===== src/rtl/read_bus_arbiter.sv =====
// Round-robin arbiter sharing one AR/R channel pair among four read managers.
// Optional grant timeout is enabled by defining ARB_TIMEOUT_EN.
module read_bus_arbiter #(
    parameter int MAX_OUTST   = 4,
    parameter int GNT_TIMEOUT = 16
) (
    input  logic         clk,
    input  logic         rst,
    input  logic [3:0]   req_rq,
    output logic [3:0]   gnt_rq,
    input  logic [3:0]   m_arvalid,
    output logic [3:0]   m_arready,
    input  logic [15:0]  m_arid,
    input  logic [127:0] m_araddr,
    output logic         s_arvalid,
    input  logic         s_arready,
    output logic [3:0]   s_arid,
    output logic [31:0]  s_araddr,
    input  logic         s_rvalid,
    output logic         s_rready,
    input  logic [3:0]   s_rid,
    input  logic [31:0]  s_rdata,
    input  logic         s_rlast,
    output logic [3:0]   m_rvalid,
    input  logic [3:0]   m_rready,
    output logic [3:0]   m_rid,
    output logic [31:0]  m_rdata,
    output logic         m_rlast,
    output logic [3:0]   outst_cnt,
    output logic         timeout_err,
    output logic         fsm_state
);

    // Handshakes: a beat moves on a channel in a cycle where its valid and ready are both 1.
    typedef enum logic {
        S_IDLE  = 1'b0,
        S_GRANT = 1'b1
    } state_t;

    localparam logic [3:0] OUTST_LIMIT = 4'(MAX_OUTST);
    // A misconfigured instance never grants, which makes the mistake obvious at once.
    localparam bit CFG_OK = (MAX_OUTST >= 1) && (MAX_OUTST <= 15) && (GNT_TIMEOUT >= 1);

    state_t     state, state_n;
    logic [3:0] gnt_n;
    logic [1:0] win, win_n;
    logic [1:0] rr_ptr, rr_n;
    logic [3:0] outst_n;
    logic [1:0] pick, idx;
    logic       pick_vld;
    logic       ar_fire;
    logic       r_done;
    logic       tmo_hit;

    assign fsm_state = state;

    // Round-robin search from rr_ptr+1; the lowest offset is assigned last and wins.
    always_comb begin
        pick     = 2'd0;
        pick_vld = 1'b0;
        idx      = 2'd0;
        for (int i = 4; i >= 1; i--) begin
            idx = rr_ptr + 2'(i);
            if (req_rq[idx]) begin
                pick     = idx;
                pick_vld = 1'b1;
            end
        end
    end

    always_comb begin
        s_arvalid = (state == S_GRANT) && m_arvalid[win];
        s_arid    = m_arid[{win, 2'b00} +: 4];
        s_araddr  = m_araddr[{win, 5'b00000} +: 32];
        m_arready = 4'b0000;
        if (state == S_GRANT) begin
            m_arready[win] = s_arready;
        end
    end

    // R channel is routed purely by the manager ID held in rid[3:2].
    always_comb begin
        m_rvalid              = 4'b0000;
        m_rvalid[s_rid[3:2]]  = s_rvalid;
        s_rready              = m_rready[s_rid[3:2]];
        m_rid                 = s_rid;
        m_rdata               = s_rdata;
        m_rlast               = s_rlast;
    end

    assign ar_fire = s_arvalid && s_arready;
    assign r_done  = s_rvalid && s_rready && s_rlast;

    always_comb begin
        outst_n = outst_cnt;
        if (ar_fire && !r_done && outst_cnt != 4'hF) begin
            outst_n = outst_cnt + 4'd1;
        end else if (r_done && !ar_fire && outst_cnt != 4'd0) begin
            outst_n = outst_cnt - 4'd1;
        end
    end

    always_comb begin
        state_n = state;
        gnt_n   = gnt_rq;
        win_n   = win;
        rr_n    = rr_ptr;
        case (state)
            S_IDLE: begin
                if (CFG_OK && pick_vld && (outst_cnt < OUTST_LIMIT)) begin
                    gnt_n   = 4'b0001 << pick;
                    win_n   = pick;
                    state_n = S_GRANT;
                end
            end
            S_GRANT: begin
                if (ar_fire || tmo_hit) begin
                    gnt_n   = 4'b0000;
                    rr_n    = win;
                    state_n = S_IDLE;
                end
            end
            default: state_n = S_IDLE;
        endcase
    end

    always_ff @(posedge clk or posedge rst) begin
        if (rst) begin
            state     <= S_IDLE;
            gnt_rq    <= 4'b0000;
            win       <= 2'd0;
            rr_ptr    <= 2'd3;
            outst_cnt <= 4'd0;
        end else begin
            state     <= state_n;
            gnt_rq    <= gnt_n;
            win       <= win_n;
            rr_ptr    <= rr_n;
            outst_cnt <= outst_n;
        end
    end

`ifdef ARB_TIMEOUT_EN
    localparam int TMO_W = $clog2(GNT_TIMEOUT + 1);
    localparam logic [TMO_W-1:0] TMO_LAST = TMO_W'(GNT_TIMEOUT - 1);

    logic [TMO_W-1:0] tmo_cnt, tmo_n;
    logic             tmo_err_q;

    // Counts idle grant cycles; fires on the GNT_TIMEOUT-th cycle without arvalid.
    assign tmo_hit = (state == S_GRANT) && !s_arvalid && (tmo_cnt == TMO_LAST);

    always_comb begin
        tmo_n = tmo_cnt;
        if (state == S_IDLE) begin
            tmo_n = '0;
        end else if (!s_arvalid) begin
            tmo_n = tmo_cnt + 1'b1;
        end
    end

    always_ff @(posedge clk or posedge rst) begin
        if (rst) begin
            tmo_cnt   <= '0;
            tmo_err_q <= 1'b0;
        end else begin
            tmo_cnt   <= tmo_n;
            tmo_err_q <= tmo_hit;
        end
    end

    assign timeout_err = tmo_err_q;
`else
    assign tmo_hit     = 1'b0;
    assign timeout_err = 1'b0;
`endif

endmodule


===== config.mk =====
export PLATFORM = sky130hd
export DESIGN_NAME = read_bus_arbiter
export DESIGN_NICKNAME = d
export VERILOG_FILES = /design/src/rtl/read_bus_arbiter.sv
export SDC_FILE = /design/constraint.sdc
export NUM_CORES = 1
export LEC_CHECK = 0
export BUFFER_PORTS_ARGS = -buffer_cell sky130_fd_sc_hd__buf_4
export CAP_MARGIN = 20
export CORE_AREA = 2 2 114 116
export CTS_BUF_LIST = sky130_fd_sc_hd__clkbuf_8
export DETAILED_ROUTE_END_ITERATION = 8
export DIE_AREA = 0 0 116 118
export GPL_TIMING_DRIVEN = 0
export PLACE_DENSITY = 0.54
export SLEW_MARGIN = 20
export SYNTH_ARGS = -nofsm -noshare
export SYNTH_HDL_FRONTEND = slang
export SYNTH_SLANG_ARGS = --single-unit

===== constraint.sdc =====
create_clock -name clk -period 2.2 [get_ports clk]
set_input_delay 0.66 -clock clk [delete_from_list [all_inputs] [get_ports clk]]
set_output_delay 0.66 -clock clk [all_outputs]
set_load 0.005 [all_outputs]

==> summary.txt, run 1 <==
Pwr
  • Internal power: 2840 uW
  • Reg power frac: 12.6%
  • Comb power frac: 82.7%
  • PD cells: around 940 nW/um^2
  • Max VDD drop: 0.000271 V
  • P_sw: ~1600 uW
  • Clock power frac: 4.7%
  • Leakage: 0.00231 uW
  • Sw Ratio: 35.7%

Synthesis
  • Cells after Synth: roughly 170
  • Net count after synthesis: 372
  • Synth Flop Type: dfrtp_1
  • Synth Area per Inst: 11.6 um^2
  • Post-synth EDFFs: 0
  • Synth Warn #: 0
  • Library cells used by synthesis: 39
  • Seq/Total Area, Yosys: 16.5%
  • Netlist Area Pre-Place: 1990 um^2
  • Post-synthesis async set-or-reset flop share: 100%
  • FF+latch count, synth: 13

Setup path
  • Worst Setup Path Type: in2reg
  • Critical path launch point: s_rid[2]
  • Capturing point of the worst reg2reg path: outst_cnt[3]
  • RR Startpoint: win[0]
  • Crit path buffers/inverters: 1
  • Crit path max-delay family: multiplexers
  • R2R depth: 8
  • Worst EP required: 2.36 ns
  • Crit. End Element: flop
  • Startpoint Class: input port
  • Critical-path cell list: buf_8 > mux4_2 > and3_4 > or3_4 > ha_4 > a21o_1 > a21oi_2 > mux2i_1 > xor2_1
  • R2R Setup Slk: -0.17 ns
  • Crit-path slowest cell: mux4_2
  • Crit path largest cell delay: 0.50 ns
  • Crit path DAT: 2.74 ns
  • Critical path fanouts, max: 6

Cells and area
  • Ratio of cells with drive above 1 in the final layout: between 80 and 90%
  • Commonest non-fill, non-tap cell in the layout: buf_4
  • Final #Nets: 647
  • ANT cells: 0
  • Most frequent cells in the layout: buf_4 (254), buf_6 (51), mux4_2 (38), nand2_1 (10), dfrtp_1 (9)
  • Storage element area: 330 um^2
  • Filler cells: 1,255
  • Area of the multi-input gates: 1370 um^2
  • Area grow syn2layout: 135%

Route
  • DR WL/cell: 17.5 um
  • ANT nets after route: 0
  • Drt first pass iters: 4
  • Met3 wire length: 1030 um
  • Routed metal-1 wirelength: 3860 um
  • Vias per Instance: 4.14
  • Top Layer Used: met4
  • Via count: 2,559
  • WL met2: 5780 um
  • Starting DRT DRC Count: just under 90
  • DRC violations left: 0
  • Drt total wl: 10,800 um

Clock network
  • Clk root buf: clkbuf_8
  • Clock transition at path regs: 0.05 ns
  • CTS tree: done
  • Max clock buf depth: 2
  • CTS H-tree depth: 1
  • Worst-skew pair later-pin latency: approximately 0.24 ns
  • CTS Buf Count: 3
  • Clk sinks: 13

Die
  • Die X: between 100 and 150 um
  • Die area: 13,700 um^2
  • Initial Utilization: about 16%
  • Core footprint: 12,400 um^2
  • I/O pin cnt: slightly below 300
  • Chip height: 118 um
  • Rows: 41

Placement
  • Routability Congestion: between 0.8 and 0.9
  • Port buffer count: about 250
  • Dpl hpwl: around 9400 um

STA
  • Max-Slew Margin vs Limit: 42.0%
  • Min Tclk post-route: about 2.6 ns
  • Peak Freq: 387 MHz
  • Slew Viols, Final: 0
  • Final hold violations: 0
  • Clock skew: 0.000708 ns
  • Final WS setup: -0.383 ns
  • Fin crit share: 117%
  • Setup violators final: 39
  • Slew at the pin closest to its max-slew limit: 0.861 ns
  • Total negative slack: -4.52 ns
  • Worst hold margin: between 0.4 and 0.5 ns
  • RSZ-0062 raised after global routing: yes

Min path
  • Hold/Removal Path Class: in2async

Global routing
  • Largest net degree at the start of global routing: 14
  • Initial antenna violation count: 0
  • First-pass GRT wire length: 15,000 um
  • Total track usage: 14.2%
  • Number of global-route vias before repair: 2,684
  • Global route overflow: 0

Run status
  • Failing checks: setup timing
  • Status: complete, but fails checks

Run
  • Maxcap violations: 0
[area by class of cell]
cell class | count | area share [%]
clock buffers | 3 | 0.882
repair buffers | 274 | 50.0
clock inverters | 1 | 0.0801
multi-input cells | 104 | 29.3
inverters | 6 | 0.481
plain buffers | 45 | 7.67
well taps | 172 | 4.60
flip-flops and latches | 13 | 7.05
[worst register-to-register path, stage by stage (launching register included)]
cell and delay (ns):
dfrtp_2 0.44, mux4_2 0.37, nand3_1 0.14, or3_4 0.42, ha_4 0.23, a21o_1 0.16, a21oi_2 0.13, mux2i_1 0.25
xor2_1 0.16
[synth_stat cells (2+ instances only)]
cell type  count  area [um^2]
nor2_1         5         18.8
a21o_1         2         15.0
buf_4         38          285
o31ai_1        2         15.0
nand3_1        5         25.0
inv_1          6         22.5
mux2i_1        3         30.0
and3_1         2         12.5
dfstp_2        2         52.6
xnor2_1        2         17.5
o21ai_0        4         20.0
xor2_1         2         17.5
mux4_2        38          856
a31o_2         2         17.5
nand2_1       10         37.5
nand2b_1       2         12.5
a21oi_1        4         20.0
nor3_1         3         15.0
clkbuf_1       7         26.3
dfrtp_1       11          275
buf_1          3         11.3
ha_1           2         25.0
[worst max-delay path by stage]
stage              endpoint  cells after the start
2_1_floorplan  outst_cnt[3]                      8
3_3_place_gp   outst_cnt[3]                      9
3_5_place_dp   outst_cnt[3]                      9
4_1_cts        outst_cnt[3]                      9
5_1_grt        outst_cnt[3]                      9
6_report       outst_cnt[3]                      9
[logic make-up after synthesis]
kind of cell	synth area share [%]
muxes	45.8
other	0.188
and+or+nand+nor	9.67
DFF	16.5
adders and majority gates	2.26
buffers and inverters	17.6
AOI/OAI and AO/OA	6.28
xor gates and xnor gates	1.76
[routing by layer]
layer	track usage (%)	vias up
met2	27.5	154
met5	0	-
met1	15.8	1223
met4	2.60	0
li1	-	1174
met3	2.99	8
[sequential cells by signal, indices dropped and copies added, names as in the netlist]
signal and cells:
fsm_state 1, gnt_rq 4, outst_cnt 4, rr_ptr 2, win 2
[per-stage QoR]
step | setup slack, ns | total power [uW] | area [um^2] | std cells | utilization [%]
6_report | -0.383 | 4410 | 4680 | 618 | 37.7
5_1_grt | -0.449 | 4720 | 4680 | 618 | 37.7
4_1_cts | -0.477 | 4290 | 4550 | 610 | 36.6
3_5_place_dp | -0.689 | 3370 | 4130 | 598 | 33.3
3_3_place_gp | -0.665 | 3350 | 4130 | 598 | 33.3
2_1_floorplan | -0.478 | 1980 | 2010 | 172 | -
[power by group through the flow]
stage	Clock (uW)	Sequential (uW)	Combinational (uW)
5_1_grt	219	590	3910
6_report	205	557	3650
4_1_cts	209	554	3530
3_5_place_dp	0	520	2850
3_3_place_gp	0	514	2830
2_1_floorplan	0	483	1500
[repair_timing]
| action | CTS | global route |
|---|---|---|
| hold buffers | 0 | 0 |
| buffers inserted | 7 | 11 |
| pin swaps | 6 | 7 |
| gates resized for setup | 73 | 26 |
| gates cloned | 3 | 1 |
| endpoints found under the setup margin | 44 | 41 |
Power figures use the tool's default switching activity.
==> run 2: changes to the inputs <==
- MAX_ROUTING_LAYER: default -> met4
- RECOVER_POWER: default -> 50
==> summary.txt, run 2 (synthesis results as in run 1) <==
STA
  • Max-Slew Margin vs Limit: 42.0%
  • Final hold violations: 0
  • Final WS setup: -0.383 ns
  • Setup violators final: 39
  • Slew Viols, Final: 0
  • Worst hold margin: ~0.46 ns
  • Clock skew: 0.000351 ns
  • Min Tclk post-route: 2.58 ns
  • RSZ-0062 raised after global routing: yes
  • Fin crit share: 117%
  • Slew at the pin closest to its max-slew limit: 0.860 ns
  • Peak Freq: a little under 400 MHz

Pwr
  • P_sw: between 1500 and 2000 uW
  • Pwr Total: ~4400 uW
  • Clock power frac: 4.7%
  • Reg power frac: approximately an eighth
  • PD cells: 943 nW/um^2
  • Sw Ratio: 35.9%
  • Max VDD drop: around 0.00027 V
  • Internal power: 2820 uW
  • Leakage: 0.00229 uW
  • Comb power frac: 82.7%

Setup path
  • Critical-path cell list: buf_8 > mux4_2 > and3_4 > or3_4 > ha_4 > a21o_1 > a21oi_2 > mux2i_1 > xor2_1
  • Crit path buffers/inverters: 1
  • Crit-path slowest cell: mux4_2
  • Crit path max-delay family: multiplexers
  • Crit path DAT: 2.74 ns
  • Worst Setup Path Type: in2reg
  • Crit. End Element: flop
  • Crit path largest cell delay: 0.50 ns
  • Worst EP required: 2.36 ns
  • Critical path fanouts, max: 6
  • Startpoint Class: input port

Die
  • Initial Utilization: about 16%
  • Die area: 13,700 um^2
  • I/O pin cnt: 290
  • Rows: 41
  • Chip height: 118 um
  • Core footprint: 12,400 um^2
  • Die X: 116 um

Cells and area
  • Regs by FF count: gnt_rq: 4 flops, outst_cnt: 4 flops
  • Storage element area: approximately 330 um^2
  • Area of the multi-input gates: roughly 1400 um^2
  • Most frequent cells in the layout: buf_4 (229), buf_6 (50), mux4_2 (38), clkbuf_4 (27), nand2_1 (10)
  • Ratio of cells with drive above 1 in the final layout: a little over four fifths
  • ANT cells: 0
  • Filler cells: approximately 1,300
  • Final #Nets: 646
  • Commonest non-fill, non-tap cell in the layout: buf_4
  • Area grow syn2layout: 134%

Route
  • Starting DRT DRC Count: between 70 and 80
  • DRC violations left: 0
  • ANT nets after route: 0
  • Drt total wl: 10,800 um
  • Drt first pass iters: 4
  • DR WL/cell: 17.5 um
  • Via count: 2,554
  • Vias per Instance: between 4 and 5

Clock network
  • Max clock buf depth: 2
  • CTS Buf Count: 3
  • Worst-skew pair later-pin latency: 0.24 ns
  • Clk sinks: 13
  • CTS tree: done
  • Clk root buf: clkbuf_8
  • CTS H-tree depth: 1
  • Clock transition at path regs: 0.05 ns

Run status
  • Status: complete, but fails checks
  • Failing checks: setup timing

Global routing
  • Initial antenna violation count: 0
  • First-pass GRT wire length: 15,100 um
  • Global route overflow: 0
  • Total track usage: 14.7%
  • Largest net degree at the start of global routing: 14
  • Number of global-route vias before repair: around 2,700

Placement
  • Dpl hpwl: 9360 um
  • Port buffer count: 254
  • Routability Congestion: 0.813

Run
  • Maxcap violations: 0

Min path
  • Hold/Removal Path Class: in2async
==> run 2: cell types whose count changed in the layout (fill, tap and decap cells not counted) <==
cell	delta
clkbuf_1	+2
buf_6	-1
clkbuf_4	+23
buf_4	-25
==> run 2: stage by stage <==
stage,cells,setup TNS (ns),util (%),setup slack [ns],instance area (um^2)
after floorplan,172,-1.28,-,-0.478,2010
after detailed placement,598,-8.82,33.3,-0.689,4130
final,617,-4.53,37.6,-0.383,4660
after global routing,617,-7.48,37.6,-0.449,4660
after global placement,598,-9.14,33.3,-0.665,4130
after CTS,610,-4.57,36.6,-0.477,4550
==> run 2: area by class of cell <==
class	instances	share of cell area [%]
Tap cell	172	4.61
Inverter	6	0.483
Clock inverter	1	0.0805
Clock buffer	3	0.885
Buffer	45	7.70
Timing Repair Buffer	273	49.8
Multi-Input combinational cell	104	29.4
Sequential cell	13	7.08
==> run 2: what timing repair did <==
| action | in CTS | in global routing |
|---|---|---|
| gates resized for setup | 73 | 25 |
| setup buffers | 7 | 10 |
| setup endpoints to repair | 44 | 41 |
| hold endpoints to repair | 0 | 0 |
| hold buffers | 0 | 0 |
| pin swaps | 6 | 7 |
| cloned | 3 | 1 |
==> run 2: worst paths after layout <==
kind | start | end | slack [ns] | depth (start not counted)
worst max-delay path | s_rid[2] | outst_cnt[3] | -0.38 | 9
worst min-delay path | rst | outst_cnt[1] | 0.46 | 2
worst max register to register | win[0] | outst_cnt[3] | -0.17 | 8
worst min register to register | rr_ptr[0] | rr_ptr[0] | 0.51 | 2
max in group asynchronous | rst | win[0] | 1.38 | 2
min in group clk | rr_ptr[0] | rr_ptr[0] | 0.51 | 2
==> run 2: power by group through the flow <==
stage	Clock (uW)	Combinational (uW)	Sequential, uW
after floorplan	0	1500	483
after CTS	209	3530	554
after global placement	0	2830	514
final	205	3640	555
after detailed placement	0	2850	520
after global routing	220	3890	589
==> run 2: routing by layer <==
metal | share of wire [%] | GRT usage [%] | wire length (um)
met1 | 36 | 16.0 | 3870
met5 | 0 | - | 0
met4 | 1.3 | 2.60 | 138
met3 | 9.4 | 2.78 | 1010
met2 | 53 | 27.5 | 5770
==> run 3: changes to the inputs <==
- CTS_BUF_LIST: sky130_fd_sc_hd__clkbuf_8 -> sky130_fd_sc_hd__clkbuf_4
- SLEW_MARGIN: 20 -> 10
==> summary.txt, run 3 (synthesis results as in run 1) <==
Pwr
  • PD cells: 928 nW/um^2
  • Pwr Total: 4270 uW
  • Leakage: roughly 0.0022 uW
  • Max VDD drop: between 0.0003 and 0.0004 V

Setup path
  • RR Startpoint: win[0]
  • Crit. End Element: flop
  • Startpoint Class: input port
  • Worst EP required: around 2.4 ns
  • R2R Setup Slk: -0.17 ns
  • Critical path fanouts, max: 6
  • Capturing point of the worst reg2reg path: outst_cnt[2]
  • Crit path DAT: 2.69 ns
  • Worst Setup Path Type: in2reg
  • R2R depth: 8

STA
  • Clock skew: ~0.0029 ns
  • Setup violators final: 39
  • Slew at the pin closest to its max-slew limit: just under 0.9 ns
  • Final WS setup: -0.333 ns
  • RSZ-0062 raised after global routing: yes
  • Final hold violations: 0
  • Peak Freq: 395 MHz
  • Max-Slew Margin vs Limit: about two fifths
  • Fin crit share: 115%
  • Min Tclk post-route: 2.53 ns
  • Slew Viols, Final: 0

Min path
  • Hold/Removal Path Class: in2async

Clock network
  • Worst-skew pair later-pin latency: 0.27 ns
  • Hold Buf Count CTS: 0
  • Clock transition at path regs: 0.08 ns
  • CTS Buf Count: 3
  • Max clock buf depth: 2
  • Clk root buf: clkbuf_4
  • CTS H-tree depth: 1
  • CTS tree: done
  • Clk sinks: 13

Placement
  • Routability Congestion: 0.813
  • Placed cell area: 4130 um^2
  • Dpl hpwl: 9360 um
  • Port buffer count: 254

Route
  • Via count: between 2,000 and 3,000
  • DR WL/cell: 17.4 um
  • Starting DRT DRC Count: 110
  • ANT nets after route: 0
  • Drt first pass iters: 4
  • Vias per Instance: 4.16
  • DRC violations left: 0
  • Drt total wl: 10,700 um

Die
  • Rows: 41
  • I/O pin cnt: slightly below 300
  • Initial Utilization: 16.0%
  • Die area: ~14,000 um^2
  • Chip height: 118 um
  • Die X: about 120 um
  • Core footprint: 12,400 um^2

Global routing
  • Global route overflow: 0
  • Largest net degree at the start of global routing: 14
  • Total track usage: 14.8%
  • Initial antenna violation count: 0
  • First-pass GRT wire length: 15,200 um
  • Number of global-route vias before repair: 2,724

Cells and area
  • ANT cells: 0
  • Storage element area: approximately 330 um^2
  • Area of the multi-input gates: 1360 um^2
  • Ratio of cells with drive above 1 in the final layout: 85.1%
  • Regs by FF count: gnt_rq: 4 flops, outst_cnt: 4 flops
  • Area grow syn2layout: 131%
  • Commonest non-fill, non-tap cell in the layout: buf_4
  • Most frequent cells in the layout: buf_4 (226), buf_6 (46), mux4_2 (38), clkbuf_4 (29), nand2_1 (10)
  • Final #Nets: 643
  • Design Area, Final: 4590 um^2
  • Filler cells: 1,271

Run status
  • Status: complete, but fails checks
  • Failing checks: setup timing

Run
  • Maxcap violations: 0
-- run 3: metrics by stage --
stage | std cells | setup TNS (ns) | setup WS, ns | util (%) | hold WS, ns
after floorplan | 172 | -1.28 | -0.478 | - | 0.473
after global placement | 598 | -9.14 | -0.665 | 33.3 | 0.512
after detailed placement | 598 | -8.82 | -0.689 | 33.3 | 0.514
after CTS | 614 | -6.38 | -0.408 | 37.1 | 0.436
after global routing | 614 | -8.15 | -0.413 | 37.0 | 0.463
final | 614 | -5.33 | -0.333 | 37.0 | 0.427
-- run 3: how the worst max path moves through the flow --
stage                   from      endpoint  slack (ns)
detailed placement  s_rid[2]  outst_cnt[3]       -0.69
CTS                 s_rid[2]  outst_cnt[3]       -0.41
floorplan           s_rid[2]  outst_cnt[3]       -0.48
global placement    s_rid[2]  outst_cnt[3]       -0.67
finish              s_rid[2]  outst_cnt[2]       -0.33
global route        s_rid[2]  outst_cnt[3]       -0.41
-- run 3: layout make-up --
| type | count | area share (%) |
|---|---|---|
| repair buffers | 271 | 50.3 |
| multi-input cells | 104 | 29.5 |
| plain buffers | 44 | 7.22 |
| flip-flops and latches | 13 | 7.19 |
| well taps | 172 | 4.68 |
| clock buffers | 4 | 0.654 |
| inverters | 6 | 0.490 |
-- run 3: repair_timing --
item	CTS	global route
buffers inserted	11	6
gates resized for setup	84	16
pin swaps	6	6
cloned	3	0
endpoints found under the setup margin	44	43
-- run 3: report_power, final --
| part | internal (uW) | switching [uW] |
|---|---|---|
| clock | 82.4 | 73.0 |
| combinational | 2270 | 1290 |
| sequential | 372 | 179 |
| total | 2720 | 1540 |
-- run 3: worst max-delay path, cell delays in order --
cell and delay, ns:
buf_8 0.07, mux4_2 0.50, and3_4 0.17, or3_4 0.41, fa_1 0.39, xor2_1 0.16
buf_4 0.13, o22ai_1 0.14, a21oi_1 0.05
-- run 3: per-layer routing --
| layer | wire, um | share of wire, % | GRT usage (%) |
|---|---|---|---|
| met2 | 5700 | 53 | 27.8 |
| met1 | 3780 | 35 | 16.1 |
| met5 | 0 | 0 | - |
| met3 | 1070 | 10 | 2.88 |
| met4 | 138 | 1.3 | 2.60 |
